File: src/rtl/reg_bank_pkg.sv
// Shared constants for the 16x16 register bank and its burst master.
// Holds bank geometry, command opcodes and the master FSM state encoding.
// No logic; imported by the master.
package reg_bank_pkg;

    localparam int ADDR_W   = 4;
    localparam int DATA_W   = 16;
    localparam int NUM_REGS = 16;

    localparam logic OP_READ  = 1'b0;
    localparam logic OP_WRITE = 1'b1;

    // Three-bit state encoding; IDLE must stay zero so reset lands there.
    localparam logic [2:0] S_IDLE     = 3'd0;
    localparam logic [2:0] S_WR       = 3'd1;
    localparam logic [2:0] S_RD_ISSUE = 3'd2;
    localparam logic [2:0] S_RD_WAIT  = 3'd3;
    localparam logic [2:0] S_RD_RESP  = 3'd4;

endpackage

File: src/rtl/reg_bank_master.sv
// Burst initiator for the register bank: turns read/write burst commands
// into single-beat write_en/read_en strobes and returns read data.
// Ports: clk/rst; cmd_* burst command (valid/ready); wr_* write beats
// (valid/ready); rsp_* read beats (valid/ready, last); busy; bank-side
// write_en/read_en/addr/data_in (registered) and data_out from the bank.
module reg_bank_master #(
    parameter int ADDR_W = 4,
    parameter int DATA_W = 16,
    parameter int RD_LAT = 1
) (
    input  logic              clk,
    input  logic              rst,
    input  logic              cmd_valid,
    output logic              cmd_ready,
    input  logic              cmd_op,
    input  logic [ADDR_W-1:0] cmd_addr,
    input  logic [ADDR_W-1:0] cmd_len,
    input  logic              wr_valid,
    output logic              wr_ready,
    input  logic [DATA_W-1:0] wr_data,
    output logic              rsp_valid,
    input  logic              rsp_ready,
    output logic [DATA_W-1:0] rsp_data,
    output logic              rsp_last,
    output logic              busy,
    output logic              write_en,
    output logic              read_en,
    output logic [ADDR_W-1:0] addr,
    output logic [DATA_W-1:0] data_in,
    input  logic [DATA_W-1:0] data_out
);
    import reg_bank_pkg::*;

    // Counter wide enough to hold RD_LAT; at least one bit so RD_LAT=0 builds.
    localparam int LAT_W = (RD_LAT > 1) ? $clog2(RD_LAT + 1) : 1;
    localparam logic [LAT_W-1:0] LAT_INIT = LAT_W'(RD_LAT);

    logic [2:0]        state;
    logic [ADDR_W-1:0] cur_addr;
    logic [ADDR_W-1:0] beats_left;
    logic [LAT_W-1:0]  lat_cnt;

    assign cmd_ready = (state == S_IDLE);
    assign wr_ready  = (state == S_WR);
    assign busy      = (state != S_IDLE);

    always_ff @(posedge clk or posedge rst) begin
        if (rst) begin
            state      <= S_IDLE;
            cur_addr   <= '0;
            beats_left <= '0;
            lat_cnt    <= '0;
            write_en   <= 1'b0;
            read_en    <= 1'b0;
            addr       <= '0;
            data_in    <= '0;
            rsp_valid  <= 1'b0;
            rsp_data   <= '0;
            rsp_last   <= 1'b0;
        end else begin
            // Strobes are single-cycle pulses; only the issuing states raise them.
            write_en <= 1'b0;
            read_en  <= 1'b0;
            case (state)
                S_IDLE: begin
                    if (cmd_valid) begin
                        cur_addr   <= cmd_addr;
                        beats_left <= cmd_len;
                        state      <= (cmd_op == OP_WRITE) ? S_WR : S_RD_ISSUE;
                    end
                end
                S_WR: begin
                    if (wr_valid) begin
                        write_en <= 1'b1;
                        addr     <= cur_addr;
                        data_in  <= wr_data;
                        cur_addr <= cur_addr + 1'b1;  // wraps at the top of the bank
                        if (beats_left == '0) begin
                            state <= S_IDLE;
                        end else begin
                            beats_left <= beats_left - 1'b1;
                        end
                    end
                end
                S_RD_ISSUE: begin
                    read_en <= 1'b1;
                    addr    <= cur_addr;
                    lat_cnt <= LAT_INIT;
                    state   <= S_RD_WAIT;
                end
                S_RD_WAIT: begin
                    // First RD_WAIT cycle is the read_en cycle; capture RD_LAT cycles later.
                    if (lat_cnt == '0) begin
                        rsp_data  <= data_out;
                        rsp_valid <= 1'b1;
                        rsp_last  <= (beats_left == '0);
                        state     <= S_RD_RESP;
                    end else begin
                        lat_cnt <= lat_cnt - 1'b1;
                    end
                end
                S_RD_RESP: begin
                    if (rsp_ready) begin
                        rsp_valid <= 1'b0;
                        if (rsp_last) begin
                            state <= S_IDLE;
                        end else begin
                            cur_addr   <= cur_addr + 1'b1;
                            beats_left <= beats_left - 1'b1;
                            state      <= S_RD_ISSUE;
                        end
                    end
                end
                default: state <= S_IDLE;
            endcase
        end
    end

endmodule
File: config.mk
export PLATFORM = sky130hd
export DESIGN_NAME = reg_bank_master
export DESIGN_NICKNAME = d
export VERILOG_FILES = /design/src/rtl/reg_bank_pkg.sv /design/src/rtl/reg_bank_master.sv
export SDC_FILE = /design/constraint.sdc
export NUM_CORES = 1
export LEC_CHECK = 0
export ABC_AREA = 1
export BUFFER_PORTS_ARGS = -buffer_cell sky130_fd_sc_hd__buf_2
export CORE_UTILIZATION = 44
export CTS_CLUSTER_SIZE = 28
export DETAILED_ROUTE_END_ITERATION = 8
export GPL_TIMING_DRIVEN = 0
export PLACE_DENSITY = 0.76
export SYNTH_ARGS = -nofsm -noshare
export SYNTH_HDL_FRONTEND = slang
export SYNTH_SLANG_ARGS = --single-unit
File: constraint.sdc
create_clock -name clk -period 1.9 [get_ports clk]
set_clock_uncertainty 0.2 [all_clocks]
set_input_delay 0.38 -clock clk [delete_from_list [all_inputs] [get_ports clk]]
set_output_delay 0.38 -clock clk [all_outputs]
set_load 0.05 [all_outputs]
Word level (Yosys, flattened, before mapping)
Cells that the tools add are included.
{"block": "word_totals", "regBits": 52, "elab_cells": 69}
{"block": "op_classes", "bitwise": 1, "eq_ne": 11, "reduce_logical": 14, "muxes": 29, "add_sub_neg": 3}
{"op": "4-bit 2-to-1 mux", "count": 10}
{"op": "4-bit one-hot mux with 3 select lines", "count": 2}
{"op": "3-bit 2-to-1 mux", "count": 5}
{"op": "3-bit one-hot mux with 5 select lines", "count": 1}
{"op": "2-bit inequality test (second input constant)", "count": 6}
{"op": "5-bit AND reduction", "count": 2}
{"op": "4-bit one-hot mux with 2 select lines", "count": 1}
{"op": "3-bit by 2-bit equality test with 1-bit output (second input constant)", "count": 2}
{"op": "1-bit 2-to-1 mux", "count": 6}
{"op": "2-bit AND reduction", "count": 3}
{"op": "6-bit AND reduction", "count": 1}
{"op": "2-bit nonzero test", "count": 3}
{"op": "3-bit nonzero test", "count": 2}
{"op": "4-bit by 1-bit adder with 4-bit output (second input constant)", "count": 1}
{"op": "4-bit logical NOT", "count": 1}
{"op": "2-bit 2-to-1 mux", "count": 2}
{"op": "1-bit one-hot mux with 2 select lines", "count": 2}
{"op": "4-bit by 1-bit subtractor with 4-bit output (second input constant)", "count": 1}
{"op": "3-bit by 1-bit equality test with 1-bit output (second input constant)", "count": 1}
{"op": "3-bit equality test (second input constant)", "count": 1}
{"op": "3-bit logical NOT", "count": 1}
{"op": "3-bit AND reduction", "count": 1}
{"op": "2-bit by 1-bit inequality test with 1-bit output (second input constant)", "count": 1}
{"op": "1-bit inverter", "count": 1}
{"op": "1-bit subtractor (second input constant)", "count": 1}

Logic depth before layout (Yosys ltp)
{"block": "logic_depth", "depth_word": 4, "ltp_mapped": 9, "depth_no_buf": 9}

Worst setup path after synthesis
OpenSTA, ideal clock, no wires.
{"block": "synth_timing", "kind": "reg-to-output", "startpoint": "reg state[2]", "endpoint": "out busy", "slack_ns": -0.546, "arrival_time_ns": 1.866, "n_path_buf": 0, "path_stages_with_launch": 5, "path_cell_list": "dfrtp_1 > nor2_2 > inv_1 > nor2_1 > inv_1"}
{"block": "synth_between", "elab_chain_len": 1}
{"item": "start: declaration", "line_no": "reg_bank_master.sv:38", "text": "logic [2:0] state;"}
{"item": "start signal: assignment", "line_no": "reg_bank_master.sv:69", "text": "state <= (cmd_op == OP_WRITE) ? S_WR : S_RD_ISSUE;"}
{"item": "3-bit nonzero test", "line_no": "reg_bank_master.sv:45", "text": "assign busy = (state != S_IDLE);"}
{"item": "end: declaration", "line_no": "reg_bank_master.sv:25", "text": "output logic busy,"}
No other way between the ends.

Final worst setup path
Ends and elaborated chain as after synthesis.

==> impl_metrics.toml <==
[grt]
grt_pass1_wl_mm = 8.14
vias_in_the_first_global_route = 1943
grt.total_usage = 0.191
grt_antenna_before_repair = 0
global_route.overflow_total = 0
grt_start_max_net_pins = 35

[critical_path]
cp_data_arrival_time_ns = 1.30
crit_buf_inv = 3
peak_per_stage_delay_on_the_critical_path_ns = 0.44
critical_path.endpoint_type = "output port"
cp_max_fo = 3
crit_path_start_kind = "flip-flop"
timing.critical_path.slowest_stage_cell = "sky130_fd_sc_hd__dfrtp_2"
setup.worst_path.class = "reg -> out"
critical_path.top_delay_family = "flip-flops"
timing.critical_path.required_ns = 1.32
worstPathCellList = "nor2_4 -> inv_2 -> nor2_4 -> inv_2 -> buf_6"

[synthesis]
synth.avg_cell_area_um2 = 8.17
synth_fp_nets = 334
synth-warning-count = 0
synth.top_cell.area_share = 0.557
ys_seq_area_frac = 0.557
synthCells = 286
postSynthRegisterBits = 52
synth_area_leader_cell = "sky130_fd_sc_hd__dfrtp_1"
netlist-cell-type-count = 24
synth_ff_type = "sky130_fd_sc_hd__dfrtp_1"
ys_top_cells_by_count = "sky130_fd_sc_hd__nand2_1, sky130_fd_sc_hd__dfrtp_1, sky130_fd_sc_hd__nand3_1"
synth.top_cells.by_area = "sky130_fd_sc_hd__dfrtp_1, sky130_fd_sc_hd__nand2_1, sky130_fd_sc_hd__nand3_1, sky130_fd_sc_hd__inv_1, sky130_fd_sc_hd__o21ai_0"
postSynth.asyncResetShare = 1.00
netlist_area_um2 = 2340
synth_edf_count = 0
post-synth-top-count-cell = "sky130_fd_sc_hd__nand2_1"

[clock_network]
worstSkewPairLatency_ns = 0.30
htree_levels = 2
cts_tree = "done"
clkSlewWorstSetupHoldPaths_ns = 0.09
max-clock-path-buffers = 2
cts_buffers = 5
clock_tree.root_cell = "sky130_fd_sc_hd__clkbuf_8"
cts_sinks = 52

[sta]
worst_slew_margin_rel = 0.723
setup_viol_count_final = 0
worst_hold_slack_ns = 0.0739
tightestPinTransition_ns = 0.415
max_freq_mhz = 533
layout_worst_path_cycle_share = 0.988
post-route-worst-setup-slack_ns = 0.0227
layout_min_cycle_time_ns = 1.88
final_max_slew_viol_count = 0
rsz0062_at_grt = "yes"
timing.final.hold_violations = 0

[route]
detail_route.vias_per_cell = 4.58
postRouteWirelength_mm = 5.01
route.vias.total = 2104
drt_pre_antenna_iters = 6
postRouteAntennaNets = 0
initialDrtViolationCount = 97
drc_errors = 1
avgRoutedWirePerCell_um = 10.9

[finish]
antennaDiodeCount = 0
post-route-cell-area_um2 = 3070
storage_cell_area_um2 = 1300
multiInputGateArea_um2 = 911
layout_area_growth_over_synthesis_pct = 31.2
final_nets = 436
num-fill-cells = 471
postLayoutCoreUtil = 0.600
post_route_cells_drive_above_1_share = 0.332

[floorplanning]
floorplan.rows = 26
die_height_um = 74.9
core_area_um2 = 5110
floorplan.initialDensity = 0.458
die_area_um2 = 5610
pin_count = 89
die_width_um = 74.9

[place]
place_ws_ns = 0.0618
placedInstanceArea_um2 = 2890
port_buffers = 88
gp_congestion = 0.844
detailedPlacementHpwl_mm = 3.73

[power]
leakagePower_nw = 1.79
design_power_total_mw = 6.35
ir_worst_vdd_mv = 1.07
cellPowerDensity_nw_per_um2 = 2070

[worst_hold_path]
min_path_type = "in -> reg"

[job]
maxCapViolCount = 0

[outcome]
run_status = "finished with violations"
failing_checks = "DRC"
==> timing repair <==
item	4_1_cts	5_1_grt
setup buffers	4	2
pin swaps	2	2
setup endpoints to repair	3	9
gates resized for setup	8	6
hold buffers	1	0
hold endpoints to repair	18	0
==> worst register-to-register path: stages (launching register included) <==
cell                      delay, ns
sky130_fd_sc_hd__dfrtp_1       0.38
sky130_fd_sc_hd__inv_1         0.12
sky130_fd_sc_hd__ha_1          0.20
sky130_fd_sc_hd__nor3b_2       0.28
sky130_fd_sc_hd__nor2_1        0.07
sky130_fd_sc_hd__nor2_1        0.17
sky130_fd_sc_hd__nand2_1       0.08
sky130_fd_sc_hd__nand2_1       0.06
sky130_fd_sc_hd__nand2_1       0.05
==> final cells by class <==
| cell class | instances | area share |
|---|---|---|
| buffer | 5 | 0.0139 |
| timing repair buffer | 96 | 0.175 |
| tap | 70 | 0.0286 |
| inverter | 24 | 0.0306 |
| clock buffer | 8 | 0.0294 |
| multi-input combinational | 204 | 0.297 |
| sequential | 52 | 0.425 |
==> logic make-up after synthesis <==
group	after synthesis	synth area share
DFF	52	0.557
xor gates and xnor gates	1	0.00375
AOI/OAI and AO/OA	11	0.0236
adders and majority gates	2	0.0107
and+or+nand+nor	190	0.342
buffers and inverters	30	0.0632
==> power breakdown <==
group | switching (mW) | internal [mW]
sequential | 0.321 | 1.63
clock | 0.332 | 0.298
combinational | 2.73 | 1.03
total | 3.39 | 2.97
==> through the flow <==
stage / std cells / setup TNS, ns
finish: 459 / 0
global route: 459 / -0.0565
CTS: 458 / 0
detailed placement: 445 / 0
global placement: 444 / -32.98
floorplan: 286 / 0
==> placed cells by master (no fill, tap or decap), types with 2 or more instances in the layout <==
cell type	netlist	layout
sky130_fd_sc_hd__a21oi_1	4	4
sky130_fd_sc_hd__buf_2	1	86
sky130_fd_sc_hd__buf_4	2	8
sky130_fd_sc_hd__buf_6	3	4
sky130_fd_sc_hd__clkbuf_1	0	2
sky130_fd_sc_hd__clkbuf_8	0	6
sky130_fd_sc_hd__dfrtp_1	52	50
sky130_fd_sc_hd__dfrtp_2	0	2
sky130_fd_sc_hd__ha_1	2	2
sky130_fd_sc_hd__inv_1	20	17
sky130_fd_sc_hd__inv_2	2	5
sky130_fd_sc_hd__nand2_1	143	143
sky130_fd_sc_hd__nand2_2	4	3
sky130_fd_sc_hd__nand2_4	2	3
sky130_fd_sc_hd__nand3_1	23	23
sky130_fd_sc_hd__nor2_1	8	7
sky130_fd_sc_hd__nor2_2	4	3
sky130_fd_sc_hd__nor2_4	1	3
sky130_fd_sc_hd__o21ai_0	7	7
==> worst paths after layout <==
| kind | startpoint | to | slack (ns) | depth (start not counted) |
|---|---|---|---|---|
| setup / recovery | state[2]$_DFFE_PP0P_ | busy | 0.02 | 5 |
| hold / removal | data_out[8] | rsp_data[8]$_DFFE_PP0P_ | 0.07 | 3 |
| setup reg to reg | beats_left[0]$_DFFE_PP0P_ | state[0]$_DFFE_PP0P_ | 0.18 | 8 |
| hold reg to reg | data_in[7]$_DFFE_PP0P_ | data_in[7]$_DFFE_PP0P_ | 0.27 | 2 |
| max in group asynchronous | rst | state[0]$_DFFE_PP0P_ | 0.56 | 4 |
| min in group asynchronous | rst | write_en$_DFF_PP0_ | 0.42 | 3 |
==> state kept, by name, summed over array words and instances (netlist names) <==
name / flops
lat_cnt: 1
write_en: 1
rsp_valid: 1
rsp_last: 1
addr: 4
beats_left: 4
state: 3
cur_addr: 4
read_en: 1
rsp_data: 16
data_in: 16
==> layer usage <==
metal / vias up / global-route usage / routed length, um / share of wire
met5: - / 0 / 0 / 0
met4: 0 / 0.0524 / 20 / 0.0040
met3: 5 / 0.0402 / 216 / 0.043
met2: 55 / 0.330 / 2510 / 0.50
met1: 962 / 0.243 / 2260 / 0.45
li1: 1082 / - / - / -
No activity file was read; power rests on OpenSTA's default activity.
